$ cat src/rtl/taxi_eth_mac_swap.sv
// Byte-wide AXI-stream stage for the MAC loopback path.
// Swaps the destination and source MAC address fields of each frame so that
// a looped-back frame returns to its sender. The rest of the frame passes
// through unchanged. Frames too short to hold both addresses are emitted
// unmodified, flagged bad, and counted. A per-frame bypass is taken from
// cfg_enable on the first byte of each frame.
module taxi_eth_mac_swap #(
  parameter int HDR_LEN = 12,
  parameter int CNT_W   = 16
) (
  input  logic             clk,
  input  logic             rst,
  input  logic [7:0]       s_axis_tdata,
  input  logic             s_axis_tvalid,
  output logic             s_axis_tready,
  input  logic             s_axis_tlast,
  input  logic             s_axis_tuser,
  output logic [7:0]       m_axis_tdata,
  output logic             m_axis_tvalid,
  input  logic             m_axis_tready,
  output logic             m_axis_tlast,
  output logic             m_axis_tuser,
  input  logic             cfg_enable,
  output logic             stat_runt,
  output logic [CNT_W-1:0] runt_count
);

  localparam int HALF = HDR_LEN / 2;
  localparam int IW   = $clog2(HDR_LEN);
  localparam logic [IW-1:0] LAST_IDX = IW'(HDR_LEN - 1);
  localparam logic [IW-1:0] HALF_IDX = IW'(HALF);

  typedef enum logic [2:0] {
    S_IDLE,
    S_HDR_IN,
    S_HDR_OUT,
    S_PASS,
    S_RUNT_OUT
  } state_t;

  state_t           state_q, state_d;
  logic [IW-1:0]    cnt_q, cnt_d;          // header bytes received
  logic [IW-1:0]    out_cnt_q, out_cnt_d;  // buffered bytes emitted
  logic [IW-1:0]    runt_len_q, runt_len_d;// index of the last runt byte
  logic             hdr_last_q, hdr_last_d;// frame ended exactly at header end
  logic             user_q, user_d;        // tuser latched on that tlast

  logic [7:0]       m_data_q, m_data_d;
  logic             m_valid_q, m_valid_d;
  logic             m_last_q, m_last_d;
  logic             m_user_q, m_user_d;
  logic             stat_runt_q, stat_runt_d;
  logic [CNT_W-1:0] runt_count_q;

  logic [7:0]       hdr_buf [HDR_LEN];
  logic             buf_we;
  logic [IW-1:0]    buf_waddr;

  logic             load_ok;
  logic             s_ready;
  logic             s_fire;
  logic             out_load;
  logic [IW-1:0]    hdr_idx;

  // The output register may take a new byte when empty or being drained.
  assign load_ok = !m_valid_q || m_axis_tready;
  assign s_fire  = s_axis_tvalid && s_ready;

  // Output byte k of the header comes from buffer slot (k + HALF) mod HDR_LEN.
  assign hdr_idx = (out_cnt_q < HALF_IDX) ? (out_cnt_q + HALF_IDX)
                                          : (out_cnt_q - HALF_IDX);

  // Next-state, buffer write and output-register load decisions.
  always_comb begin
    state_d     = state_q;
    cnt_d       = cnt_q;
    out_cnt_d   = out_cnt_q;
    runt_len_d  = runt_len_q;
    hdr_last_d  = hdr_last_q;
    user_d      = user_q;
    s_ready     = 1'b0;
    buf_we      = 1'b0;
    buf_waddr   = cnt_q;
    out_load    = 1'b0;
    m_data_d    = m_data_q;
    m_last_d    = m_last_q;
    m_user_d    = m_user_q;
    stat_runt_d = 1'b0;

    case (state_q)
      S_IDLE: begin
        // Swap mode only buffers the first byte; bypass must forward it.
        s_ready = cfg_enable || load_ok;
        if (s_fire) begin
          if (cfg_enable) begin
            buf_we    = 1'b1;
            buf_waddr = '0;
            if (s_axis_tlast) begin
              runt_len_d = '0;
              out_cnt_d  = '0;
              state_d    = S_RUNT_OUT;
            end else begin
              cnt_d   = IW'(1);
              state_d = S_HDR_IN;
            end
          end else begin
            out_load = 1'b1;
            m_data_d = s_axis_tdata;
            m_last_d = s_axis_tlast;
            m_user_d = s_axis_tlast && s_axis_tuser;
            if (!s_axis_tlast) begin
              state_d = S_PASS;
            end
          end
        end
      end

      S_HDR_IN: begin
        s_ready = 1'b1;
        if (s_fire) begin
          buf_we    = 1'b1;
          buf_waddr = cnt_q;
          if (cnt_q == LAST_IDX) begin
            hdr_last_d = s_axis_tlast;
            user_d     = s_axis_tlast && s_axis_tuser;
            cnt_d      = '0;
            state_d    = S_HDR_OUT;
            // Slot HALF was written earlier, so the first swapped byte can
            // be loaded in the same cycle the header completes.
            if (load_ok) begin
              out_load  = 1'b1;
              m_data_d  = hdr_buf[HALF];
              m_last_d  = 1'b0;
              m_user_d  = 1'b0;
              out_cnt_d = IW'(1);
            end else begin
              out_cnt_d = '0;
            end
          end else if (s_axis_tlast) begin
            runt_len_d = cnt_q;
            out_cnt_d  = '0;
            cnt_d      = '0;
            state_d    = S_RUNT_OUT;
          end else begin
            cnt_d = cnt_q + IW'(1);
          end
        end
      end

      S_HDR_OUT: begin
        if (load_ok) begin
          out_load = 1'b1;
          m_data_d = hdr_buf[hdr_idx];
          if (out_cnt_q == LAST_IDX) begin
            m_last_d  = hdr_last_q;
            m_user_d  = hdr_last_q && user_q;
            out_cnt_d = '0;
            state_d   = hdr_last_q ? S_IDLE : S_PASS;
          end else begin
            m_last_d  = 1'b0;
            m_user_d  = 1'b0;
            out_cnt_d = out_cnt_q + IW'(1);
          end
        end
      end

      S_PASS: begin
        s_ready = load_ok;
        if (s_fire) begin
          out_load = 1'b1;
          m_data_d = s_axis_tdata;
          m_last_d = s_axis_tlast;
          m_user_d = s_axis_tlast && s_axis_tuser;
          if (s_axis_tlast) begin
            state_d = S_IDLE;
          end
        end
      end

      S_RUNT_OUT: begin
        // Runts leave in received order; the final byte is forced bad.
        if (load_ok) begin
          out_load = 1'b1;
          m_data_d = hdr_buf[out_cnt_q];
          if (out_cnt_q == runt_len_q) begin
            m_last_d    = 1'b1;
            m_user_d    = 1'b1;
            stat_runt_d = 1'b1;
            out_cnt_d   = '0;
            state_d     = S_IDLE;
          end else begin
            m_last_d  = 1'b0;
            m_user_d  = 1'b0;
            out_cnt_d = out_cnt_q + IW'(1);
          end
        end
      end

      default: begin
        state_d = S_IDLE;
      end
    endcase
  end

  // Output valid sets on load and clears once the byte is taken.
  always_comb begin
    m_valid_d = m_valid_q;
    if (out_load) begin
      m_valid_d = 1'b1;
    end else if (m_axis_tready) begin
      m_valid_d = 1'b0;
    end
  end

  // Control state, output register and statistics.
  always_ff @(posedge clk or posedge rst) begin
    if (rst) begin
      state_q      <= S_IDLE;
      cnt_q        <= '0;
      out_cnt_q    <= '0;
      runt_len_q   <= '0;
      hdr_last_q   <= 1'b0;
      user_q       <= 1'b0;
      m_data_q     <= '0;
      m_valid_q    <= 1'b0;
      m_last_q     <= 1'b0;
      m_user_q     <= 1'b0;
      stat_runt_q  <= 1'b0;
      runt_count_q <= '0;
    end else begin
      state_q     <= state_d;
      cnt_q       <= cnt_d;
      out_cnt_q   <= out_cnt_d;
      runt_len_q  <= runt_len_d;
      hdr_last_q  <= hdr_last_d;
      user_q      <= user_d;
      m_data_q    <= m_data_d;
      m_valid_q   <= m_valid_d;
      m_last_q    <= m_last_d;
      m_user_q    <= m_user_d;
      stat_runt_q <= stat_runt_d;
      if (stat_runt_d && (runt_count_q != {CNT_W{1'b1}})) begin
        runt_count_q <= runt_count_q + CNT_W'(1);
      end
    end
  end

  // Header buffer; contents are only read after being written in a frame.
  always_ff @(posedge clk) begin
    if (buf_we) begin
      hdr_buf[buf_waddr] <= s_axis_tdata;
    end
  end

  assign s_axis_tready = s_ready && !rst;
  assign m_axis_tdata  = m_data_q;
  assign m_axis_tvalid = m_valid_q;
  assign m_axis_tlast  = m_last_q;
  assign m_axis_tuser  = m_user_q;
  assign stat_runt     = stat_runt_q;
  assign runt_count    = runt_count_q;

endmodule

$ cat config.mk
export PLATFORM = sky130hd
export DESIGN_NAME = taxi_eth_mac_swap
export DESIGN_NICKNAME = d
export VERILOG_FILES = /design/src/rtl/taxi_eth_mac_swap.sv
export SDC_FILE = /design/constraint.sdc
export NUM_CORES = 1
export LEC_CHECK = 0
export ABC_AREA = 1
export BUFFER_PORTS_ARGS = -buffer_cell sky130_fd_sc_hd__buf_4
export CORE_MARGIN = 3
export CORE_UTILIZATION = 68
export CTS_BUF_LIST = sky130_fd_sc_hd__clkbuf_8
export DETAILED_ROUTE_END_ITERATION = 6
export PLACE_DENSITY_LB_ADDON = 0.08
export SLEW_MARGIN = 25
export SYNTH_ARGS = -nofsm -noshare
export SYNTH_HDL_FRONTEND = slang
export SYNTH_SLANG_ARGS = --single-unit
$ cat constraint.sdc
create_clock -name clk -period 3.7 [get_ports clk]
set_input_delay 0 -clock clk [delete_from_list [all_inputs] [get_ports clk]]
set_output_delay 0 -clock clk [all_outputs]
set_load 0.005 [all_outputs]
Word-level counts from Yosys, hierarchy flattened
Memory sizes are Yosys's and may differ from the RTL's.
Cells that the tools add are included.
{"block": "word_totals", "ff_bits": 45, "ramBits": 96, "input_bits": 15, "output_inout_bits": 29, "wordCells": 153, "memories": 1}
{"name": "hdr_buf", "words": 12, "width": 8, "rd": 3, "rd_ports_with_merged_regs": 0, "write_ports": 1, "line": "55", "text": "logic [7:0] hdr_buf [HDR_LEN];"}
{"block": "classes", "n_addsub": 5, "order_cmp": 1, "eq_ne": 26, "mux": 87, "reduce_logical": 21}
{"operator": "two-way mux 4 bit", "n": 25}
{"operator": "two-way mux 8 bit", "n": 8}
{"operator": "one-hot mux 8 bit (5 select lines)", "n": 1}
{"operator": "two-way mux 3 bit", "n": 13}
{"operator": "inequality test 2 bit (second input constant)", "n": 16}
{"operator": "two-way mux 1 bit", "n": 30}
{"operator": "adder 16 x 1 -> 16 bit (second input constant)", "n": 1}
{"operator": "inequality test 16 bit (second input constant)", "n": 1}
{"operator": "one-hot mux 4 bit (2 select lines)", "n": 2}
{"operator": "one-hot mux 4 bit (4 select lines)", "n": 1}
{"operator": "one-hot mux 3 bit (5 select lines)", "n": 1}
{"operator": "one-hot mux 1 bit (5 select lines)", "n": 2}
{"operator": "AND reduction 10 bit", "n": 1}
{"operator": "AND reduction 9 bit", "n": 1}
{"operator": "adder 4 x 1 -> 4 bit (second input constant)", "n": 2}
{"operator": "equality test 4 bit (second input constant)", "n": 2}
{"operator": "AND reduction 7 bit", "n": 1}
{"operator": "equality test 3 x 2 -> 1 bit (second input constant)", "n": 2}
{"operator": "inequality test 3 bit (second input constant)", "n": 2}
{"operator": "AND reduction 6 bit", "n": 1}
{"operator": "logical AND 1 bit", "n": 5}
{"operator": "AND reduction 5 bit", "n": 1}
{"operator": "nonzero test 5 bit", "n": 1}
{"operator": "adder 4 x 3 -> 4 bit (second input constant)", "n": 1}
{"operator": "16 further kinds", "n": 19}

Longest topological paths before layout
Gate-level depths: netlist (run 1).
{"block": "depth", "word_depth": 9, "mapped_depth": 14, "depth_no_buf": 12}

Least setup slack after synthesis (run 1)
No wires, ideal clock.
{"block": "synth_timing", "path_type": "register to register", "startpoint": "register state_q[1]", "endpoint": "memory hdr_buf[11][0] (enable)", "setup_time_ns": 0.383, "arrival_ns": 1.930, "t_required_ns": 3.317, "setup_slack_ns": 1.387, "stages_incl_launch_ff": 10, "path_buffers": 0, "period_less_slack_ns": 2.313, "path_cell_list": "dfrtp_1 > nor2_4 > nand2_2 > nand2_1 > nand2_1 > nand2_1 > nand2_2 > a21oi_1 > nand3_1 > nor3_1"}
{"block": "synth_between", "elab_chain_cells": 7, "word_cells_on_any_way": 12, "classes_between": "eq/ne (2); mux (8); reduce/logical (2)"}
{"item": "from (decl)", "line": "41", "text": "state_t state_q, state_d;"}
{"item": "from (signal assigned)", "line": "231", "text": "state_q <= state_d;"}
{"item": "equality test 3 x 2 -> 1 bit (tied with other cells)", "line": "90", "text": "case (state_q)"}
{"item": "one-hot mux 1 bit (3 select lines)", "line": "90"}
{"item": "logical AND 1 bit", "line": "67", "text": "assign s_fire = s_axis_tvalid && s_ready;"}
{"item": "two-way mux 1 bit (on tied branches)", "line": "120, 94"}
{"item": "one-hot mux 1 bit (2 select lines)", "line": "90"}
{"item": "two-way mux 1 bit", "line": "250", "text": "if (buf_we) begin"}
{"item": "two-way mux 1 bit (implied by the code)", "line": "251", "text": "hdr_buf[buf_waddr] <= s_axis_tdata;"}
{"item": "to (decl)", "line": "55"}
Parallel ways exist; a longest one is shown, timed or not.

Final worst setup path (run 1)
{"block": "layout_timing", "startpoint": "register m_valid_q, in the netlist m_axis_tvalid", "endpoint": "memory hdr_buf[1][0] (enable)"}
{"block": "layout_between", "elab_chain_cells": 9, "word_cells_on_any_way": 12, "classes_between": "mux (8); reduce/logical (4)"}
{"item": "from (decl)", "line": "49", "text": "logic m_valid_q, m_valid_d;"}
{"item": "from (signal assigned)", "line": "238", "text": "m_valid_q <= m_valid_d;"}
{"item": "logical NOT 1 bit *", "line": "66", "text": "assign load_ok = !m_valid_q || m_axis_tready;"}
{"item": "logical OR 1 bit *", "line": "66"}
{"item": "logical OR 1 bit", "line": "93", "text": "s_ready = cfg_enable || load_ok;"}
{"item": "one-hot mux 1 bit (3 select lines) *", "line": "90"}
{"item": "logical AND 1 bit *", "line": "67"}
{"item": "two-way mux 1 bit (on tied branches)", "line": "120, 94"}
{"item": "one-hot mux 1 bit (2 select lines)", "line": "90"}
{"item": "two-way mux 1 bit", "line": "250"}
{"item": "two-way mux 1 bit (implied by the code)", "line": "251"}
Mark *: on every way between the ends. The rest lies on a longest branch, timed or not.

==> results of run 1 <==
[where the power goes]
group          internal [W]  switching (W)  leakage, nW
combinational      0.000688        0.00148         2.29
sequential          0.00187       0.000185         1.45
clock              0.000625       0.000684        0.200
[synth_stat cells]
cell type / n
a21oi_1: 30
a21oi_2: 1
a31oi_1: 1
buf_1: 3
buf_2: 13
buf_4: 4
buf_6: 2
clkbuf_1: 11
clkinv_2: 1
dfrtp_1: 45
edfxtp_1: 96
ha_1: 5
inv_1: 81
inv_2: 5
nand2_1: 392
nand2_2: 6
nand2_4: 1
nand3_1: 105
nand3_2: 3
nand3b_1: 2
nand4_1: 6
nor2_1: 62
nor2_2: 3
nor2_4: 2
nor3_1: 8
nor4_1: 2
o2111ai_1: 1
o211ai_1: 2
o21ai_0: 20
o21ai_1: 1
or2_1: 2
xnor2_1: 5
xor2_1: 13
[path summary, 6_finish.rpt]
kind,end,slack [ps],cells after the start
max,hdr_buf[1][0],940,9
min,state_q[1],70,5
max reg2reg,hdr_buf[1][0],940,9
min reg2reg,hdr_last_q,510,2
max in group asynchronous,runt_count[12],2990,3
min in group asynchronous,runt_len_q[2],240,3
[worst max-delay path, cell delays in order, from the launching register on]
cell,delay [ps]
dfrtp_1,360
inv_1,40
nor2_1,260
inv_1,140
nand2_1,120
nand2_1,70
nand2_2,130
or2_1,350
nand3_1,230
nor2_1,680
[cell families (layout without fill, tap and decap cells)]
logic type	count (synthesis)	in the layout	share of synthesized area
AO/OA/AOI/OAI	56	56	0.0393
XOR/XNOR	18	18	0.0211
adder cells (fa/ha/maj)	5	5	0.00835
buffers and inverters	120	183	0.0665
flip-flops	141	141	0.535
AND/OR/NAND/NOR	594	594	0.329
[per-layer routing]
layer	vias to the layer above	global-route usage	share of wire
met5	-	0	0
met4	0	0.164	0.041
met3	86	0.0835	0.12
met2	522	0.565	0.46
met1	3109	0.501	0.39
li1	3111	-	-
[timing repair]
action	CTS	global route
hold buffers	15	0
hold endpoints to repair	151	0
gates resized for setup	0	0
[metrics by stage]
stage                util  power [W]  std cells  cell area, um^2  hold slack, ps
finish              0.801    0.00554       1133             8420            69.7
detailed placement  0.748    0.00414       1086             7860             245
floorplan               -    0.00351        934             7490            27.6
global route        0.801    0.00589       1133             8420            57.8
CTS                 0.801    0.00546       1133             8420            36.7
global placement    0.748    0.00406       1086             7860             254
[registers in the layout, summed over array words and instances (netlist names)]
register	cells
out_cnt_q	4
user_q	1
hdr_last_q	1
m_axis_tvalid	1
cnt_q	4
state_q	3
hdr_buf	96
stat_runt	1
runt_len_q	4
m_axis_tuser	1
m_axis_tdata	8
runt_count	16
m_axis_tlast	1
[cell type report]
class	instances	area [um^2]	share of cell area
clock buffer	17	234	0.0278
sequential	141	4010	0.476
clock inverter	15	178	0.0211
tap	136	170	0.0202
inverter	87	329	0.0391
multi-input combinational	673	2980	0.354
timing repair buffer	64	518	0.0615
==> results.py, run 1 <==
metrics = {
    "cts": {
        "post_cts_buffers": 0,
        "htree_levels": 4,
        "path_clk_slew_ps": 90,
        "numCtsBuffers": 17,
        "cts_tree": "done",
        "clock_latency_ps": 460,
        "cts_root_buf": "clkbuf_8",
        "clock-sinks": 141,
        "clk_path_buf_depth": 2,
    },
    "yosys": {
        "synth-seq-cells": 141,
        "ys_types": 33,
        "synth_largest_area_cell": "edfxtp_1",
        "ys_seq_area_frac": 0.535,
        "synth.top_cells.by_area": "edfxtp_1 38%, nand2_1 20%, dfrtp_1 15%, nand3_1 7.0%, inv_1 4.1%",
        "syn_nets": 954,
        "yosysWarnings": 0,
        "synthCells": 934,
        "netlist.area_leader.share": 0.385,
        "synth_area_per_cell_um2": 8.02,
        "syn-cell-area_um2": 7490,
    },
    "timing": {
        "final.min_clock_period_ps": 2760,
        "maxSlewViolCount": 0,
        "timing.final.hold_violations": 0,
        "slew_headroom": 0.447,
        "clock.fmax_mhz": 362,
        "setup_viol": 0,
        "rsz0062_at_grt": "false",
        "finalCritPeriodShare": 0.747,
        "final.setup.tns_ps": 0,
        "worstMarginPinSlew_ps": 828,
        "layout_setup_ws_ps": 936,
        "fin_skew_ps": 8.93,
    },
    "placed_design": {
        "post-place-ws_ps": 972,
        "place_hpwl_mm": 14.0,
        "place.gp.congestion": 1.02,
        "io_buffers": 43,
    },
    "layout": {
        "diodes": 0,
        "final_cell_mix": "392 x nand2_1, 105 x nand3_1, 96 x edfxtp_1",
        "fin_nets": 1004,
        "drive_above_1_share": 0.103,
        "final_common_cell": "nand2_1",
        "area_delta_synth_final_pct": 12.4,
        "fill_cells": 670,
    },
    "floorplan": {
        "design.core.area_um2": 10500,
        "rows": 37,
        "start_util": 0.713,
        "die_w_um": 111,
        "die_h_um": 111,
        "io-pin-count": 44,
        "dieArea_um2": 12300,
    },
    "min_path": {
        "hold_path_class": "in -> reg",
        "min_from": "s_axis_tvalid",
    },
    "worst_setup_path": {
        "worstPathRequired_ps": 3790,
        "arrival_ps": 2860,
        "criticalPathCategory": "reg -> reg",
        "path_max_fanout": 8,
        "worstSetupEndpointType": "register",
        "cp-start-kind": "register",
        "r2r_start": "m_axis_tvalid",
        "crit_start": "m_axis_tvalid",
    },
    "power_and_ir_drop": {
        "peakVddDrop_mv": 0.442,
        "power_density_nw_per_um2": 658,
        "p_leak_nw": 3.94,
    },
    "grt": {
        "grt_pass1_vias": 6532,
        "grt_overflow": 0,
        "grt_start_max_net_pins": 62,
        "antenna_found_initial": 0,
        "grt_pass1_wl_mm": 34.6,
        "grt_util_all_layers": 0.367,
    },
    "drt": {
        "drt-pass1-iter-count": 6,
        "dr_total_vias": 6828,
        "drt-initial-drc-count": 1075,
        "remaining_drc_errors": 0,
        "ant_nets": 0,
        "wl_per_cell_um": 19.1,
        "wirelength_mm": 21.6,
        "vias_per_cell": 6.03,
    },
    "status": {
        "status": "complete, no violations",
    },
    "job": {
        "drv_cap": 0,
    },
}
(Power assumes the default switching activity.)
==> run 2, diff against run 1 <==
--- a/config.mk
+++ b/config.mk
@@ -5,10 +5,10 @@
 export SDC_FILE = /design/constraint.sdc
 export NUM_CORES = 1
 export LEC_CHECK = 0
-export ABC_AREA = 1
+export ABC_AREA = 0
 export BUFFER_PORTS_ARGS = -buffer_cell sky130_fd_sc_hd__buf_4
 export CORE_MARGIN = 3
-export CORE_UTILIZATION = 68
+export CORE_UTILIZATION = 63
 export CTS_BUF_LIST = sky130_fd_sc_hd__clkbuf_8
 export DETAILED_ROUTE_END_ITERATION = 6
 export PLACE_DENSITY_LB_ADDON = 0.08
==> constraint.sdc (replaced) <==
create_clock -name clk -period 2.9 [get_ports clk]
set_input_delay 0 -clock clk [delete_from_list [all_inputs] [get_ports clk]]
set_output_delay 0 -clock clk [all_outputs]
set_load 0.005 [all_outputs]
==> run 2 against run 1 <==
  * Non-clock buffer count is 21 higher
  * Sequential power is 35% higher
  * Clock power is 25% higher
  * Wire length is 15% lower
  * Critical path depth is 2 lower
  * Largest cell class unchanged
  * Largest power group unchanged
==> results.py, run 2 <==
metrics = {
    "worst_setup_path": {
        "ff2ff_setup_slack_ps": 100,
        "worstSetupEndpointType": "register",
        "r2r-end": "m_axis_tdata[6]",
        "worstPathRequired_ps": 3230,
        "path_max_fanout": 22,
        "r2r_start": "out_cnt_q[1]",
        "criticalPathCategory": "reg -> reg",
        "rr_worst_depth": 7,
        "arrival_ps": 3130,
        "cp-start-kind": "register",
    },
    "layout": {
        "fin_nets": 653,
        "diodes": 0,
        "largest_register_ffs": 96,
        "regMostFlops": "hdr_buf",
        "drive_above_1_share": 0.251,
        "final_common_cell": "edfxtp_1",
        "area_delta_synth_final_pct": 14.1,
        "final_cell_mix": "96 x edfxtp_1, 72 x buf_4, 47 x nor2_1, 47 x nand2_1, 43 x dfrtp_1",
    },
    "timing": {
        "slew_headroom": 0.463,
        "timing.final.hold_violations": 0,
        "finalCritPeriodShare": 0.965,
        "final.min_clock_period_ps": 2800,
        "fin_skew_ps": 11.3,
        "final.setup.tns_ps": 0,
        "setup_viol": 0,
        "maxSlewViolCount": 0,
        "layout_setup_ws_ps": 102,
        "worstMarginPinSlew_ps": 805,
        "rsz0062_at_grt": "false",
        "clock.fmax_mhz": 357,
    },
    "floorplan": {
        "io-pin-count": 44,
        "start_util": 0.664,
        "die_h_um": 114,
        "rows": 38,
        "dieArea_um2": 13100,
        "design.core.area_um2": 11100,
        "die_w_um": 114,
    },
    "grt": {
        "grt_start_max_net_pins": 46,
        "antenna_found_initial": 0,
        "grt_overflow": 0,
        "grt_util_all_layers": 0.298,
        "grt_pass1_wl_mm": 28.9,
        "grt_pass1_vias": 5242,
    },
    "yosys": {
        "ys_seq_area_frac": 0.543,
        "syn-cell-area_um2": 7380,
        "synthCells": 565,
        "synth_ff_type": "edfxtp_1",
        "synthArstFlopShare": 0.319,
        "synth_largest_area_cell": "edfxtp_1",
        "ys_types": 72,
        "synth_most_common_cell": "edfxtp_1",
        "yosysWarnings": 0,
        "synth_area_per_cell_um2": 13.1,
        "synth_edf_count": 96,
        "synth.top_cells.by_area": "edfxtp_1 39%, dfrtp_1 15%, mux4_2 10%, mux2i_1 4.1%, nand2_1 2.4%",
        "netlist_top_cells_count": "96 x edfxtp_1, 47 x nand2_1, 47 x nor2_1",
        "syn_nets": 585,
        "synth-seq-cells": 141,
        "netlist.area_leader.share": 0.391,
    },
    "min_path": {
        "min_from": "cfg_enable",
        "hold_depth": 4,
        "hold_path_class": "in -> reg",
        "holdPathEnd": "cnt_q[3]",
    },
    "status": {
        "status": "complete, no violations",
    },
    "drt": {
        "wirelength_mm": 18.4,
        "drt-initial-drc-count": 756,
        "dr_total_vias": 5391,
        "drt-pass1-iter-count": 5,
        "remaining_drc_errors": 0,
        "ant_nets": 0,
        "vias_per_cell": 6.86,
        "wl_per_cell_um": 23.3,
    },
    "cts": {
        "cts-resized-gates": 0,
        "numCtsBuffers": 17,
        "clock_latency_ps": 460,
        "cts_tree": "done",
        "htree_levels": 4,
        "cts_root_buf": "clkbuf_8",
        "clk_path_buf_depth": 2,
        "clock-sinks": 141,
        "path_clk_slew_ps": 80,
    },
    "power_and_ir_drop": {
        "p_total_w": 0.00740,
        "p_leak_nw": 3.06,
        "peakVddDrop_mv": 0.507,
        "power_density_nw_per_um2": 879,
    },
    "job": {
        "drv_cap": 0,
    },
    "placed_design": {
        "io_buffers": 43,
        "place_hpwl_mm": 11.7,
        "post-place-ws_ps": 334,
        "place.gp.congestion": 0.853,
    },
}
## run 2: cell types whose count changed after synthesis, moves of 9 or more
cell      change
nand2_1     -345
mux2i_1      +30
nor3_1        +9
nor2_1       -15
nand3_1      -91
a211oi_1     +11
inv_1        -73
mux4_2       +34
a21oi_1      -11
nor4_1       +11
## run 2: cells by family after synthesis
logic type	after synthesis	share of synthesized area
simple gates	181	0.123
xor+xnor	18	0.0224
buf+inv	45	0.0342
compound gates	96	0.0912
mux	79	0.178
fa+ha+maj	5	0.00847
flops	141	0.543
## run 2: per-stage QoR
stage	instance area [um^2]	cells	hold slack (ps)	util
after floorplan	7380	565	35.3	-
after global placement	7880	741	257	0.709
final	8420	786	114	0.757
after detailed placement	7880	741	264	0.709
after global routing	8420	786	145	0.757
after CTS	8420	786	92.5	0.757
## run 2: layout make-up
class,instances,area (um^2)
Clock buffer,17,234
Sequential cell,141,4010
Clock inverter,15,173
Multi-Input combinational cell,379,3120
Tap cell,140,175
Timing Repair Buffer,85,671
Fill cell,716,2700
Inverter,9,35.0
## run 2: worst max-delay path: stages, from the launching register on
cell and delay, ps:
dfrtp_2 600, inv_1 160, ha_1 160, a21boi_0 270, o31a_1 640, nor2_1 140, a311o_1 360, a211oi_1 330
## run 2: how the worst max path moves through the flow
stage	depth (start not counted)	start	endpoint
6_report	7	out_cnt_q[1]	m_axis_tdata[6]
5_1_grt	7	out_cnt_q[1]	m_axis_tdata[6]
4_1_cts	7	out_cnt_q[1]	m_axis_tdata[6]
3_5_place_dp	7	out_cnt_q[1]	m_axis_tdata[6]
3_3_place_gp	6	out_cnt_q[0]	m_axis_tdata[4]
2_1_floorplan	5	state_q[1]	hdr_buf[4][0]
## run 2: layer usage
| layer | vias to the layer above | track usage | wire [um] |
|---|---|---|---|
| met5 | - | 0 | 0 |
| met4 | 0 | 0.0998 | 403 |
| met3 | 43 | 0.0914 | 1980 |
| met2 | 317 | 0.453 | 8760 |
| met1 | 2698 | 0.415 | 7210 |
| li1 | 2333 | - | - |
## run 2: timing repair
item,CTS,global route
hold buffers,13,0
hold endpoints to repair,153,0
buffers inserted,0,0
## run 2: power breakdown
part | leakage, nW | internal [W] | switching, W | total [W]
sequential | 1.44 | 0.00237 | 0.000409 | 0.00278
combinational | 1.41 | 0.00141 | 0.00158 | 0.00299
clock | 0.207 | 0.000849 | 0.000787 | 0.00164
total | 3.06 | 0.00463 | 0.00278 | 0.00740
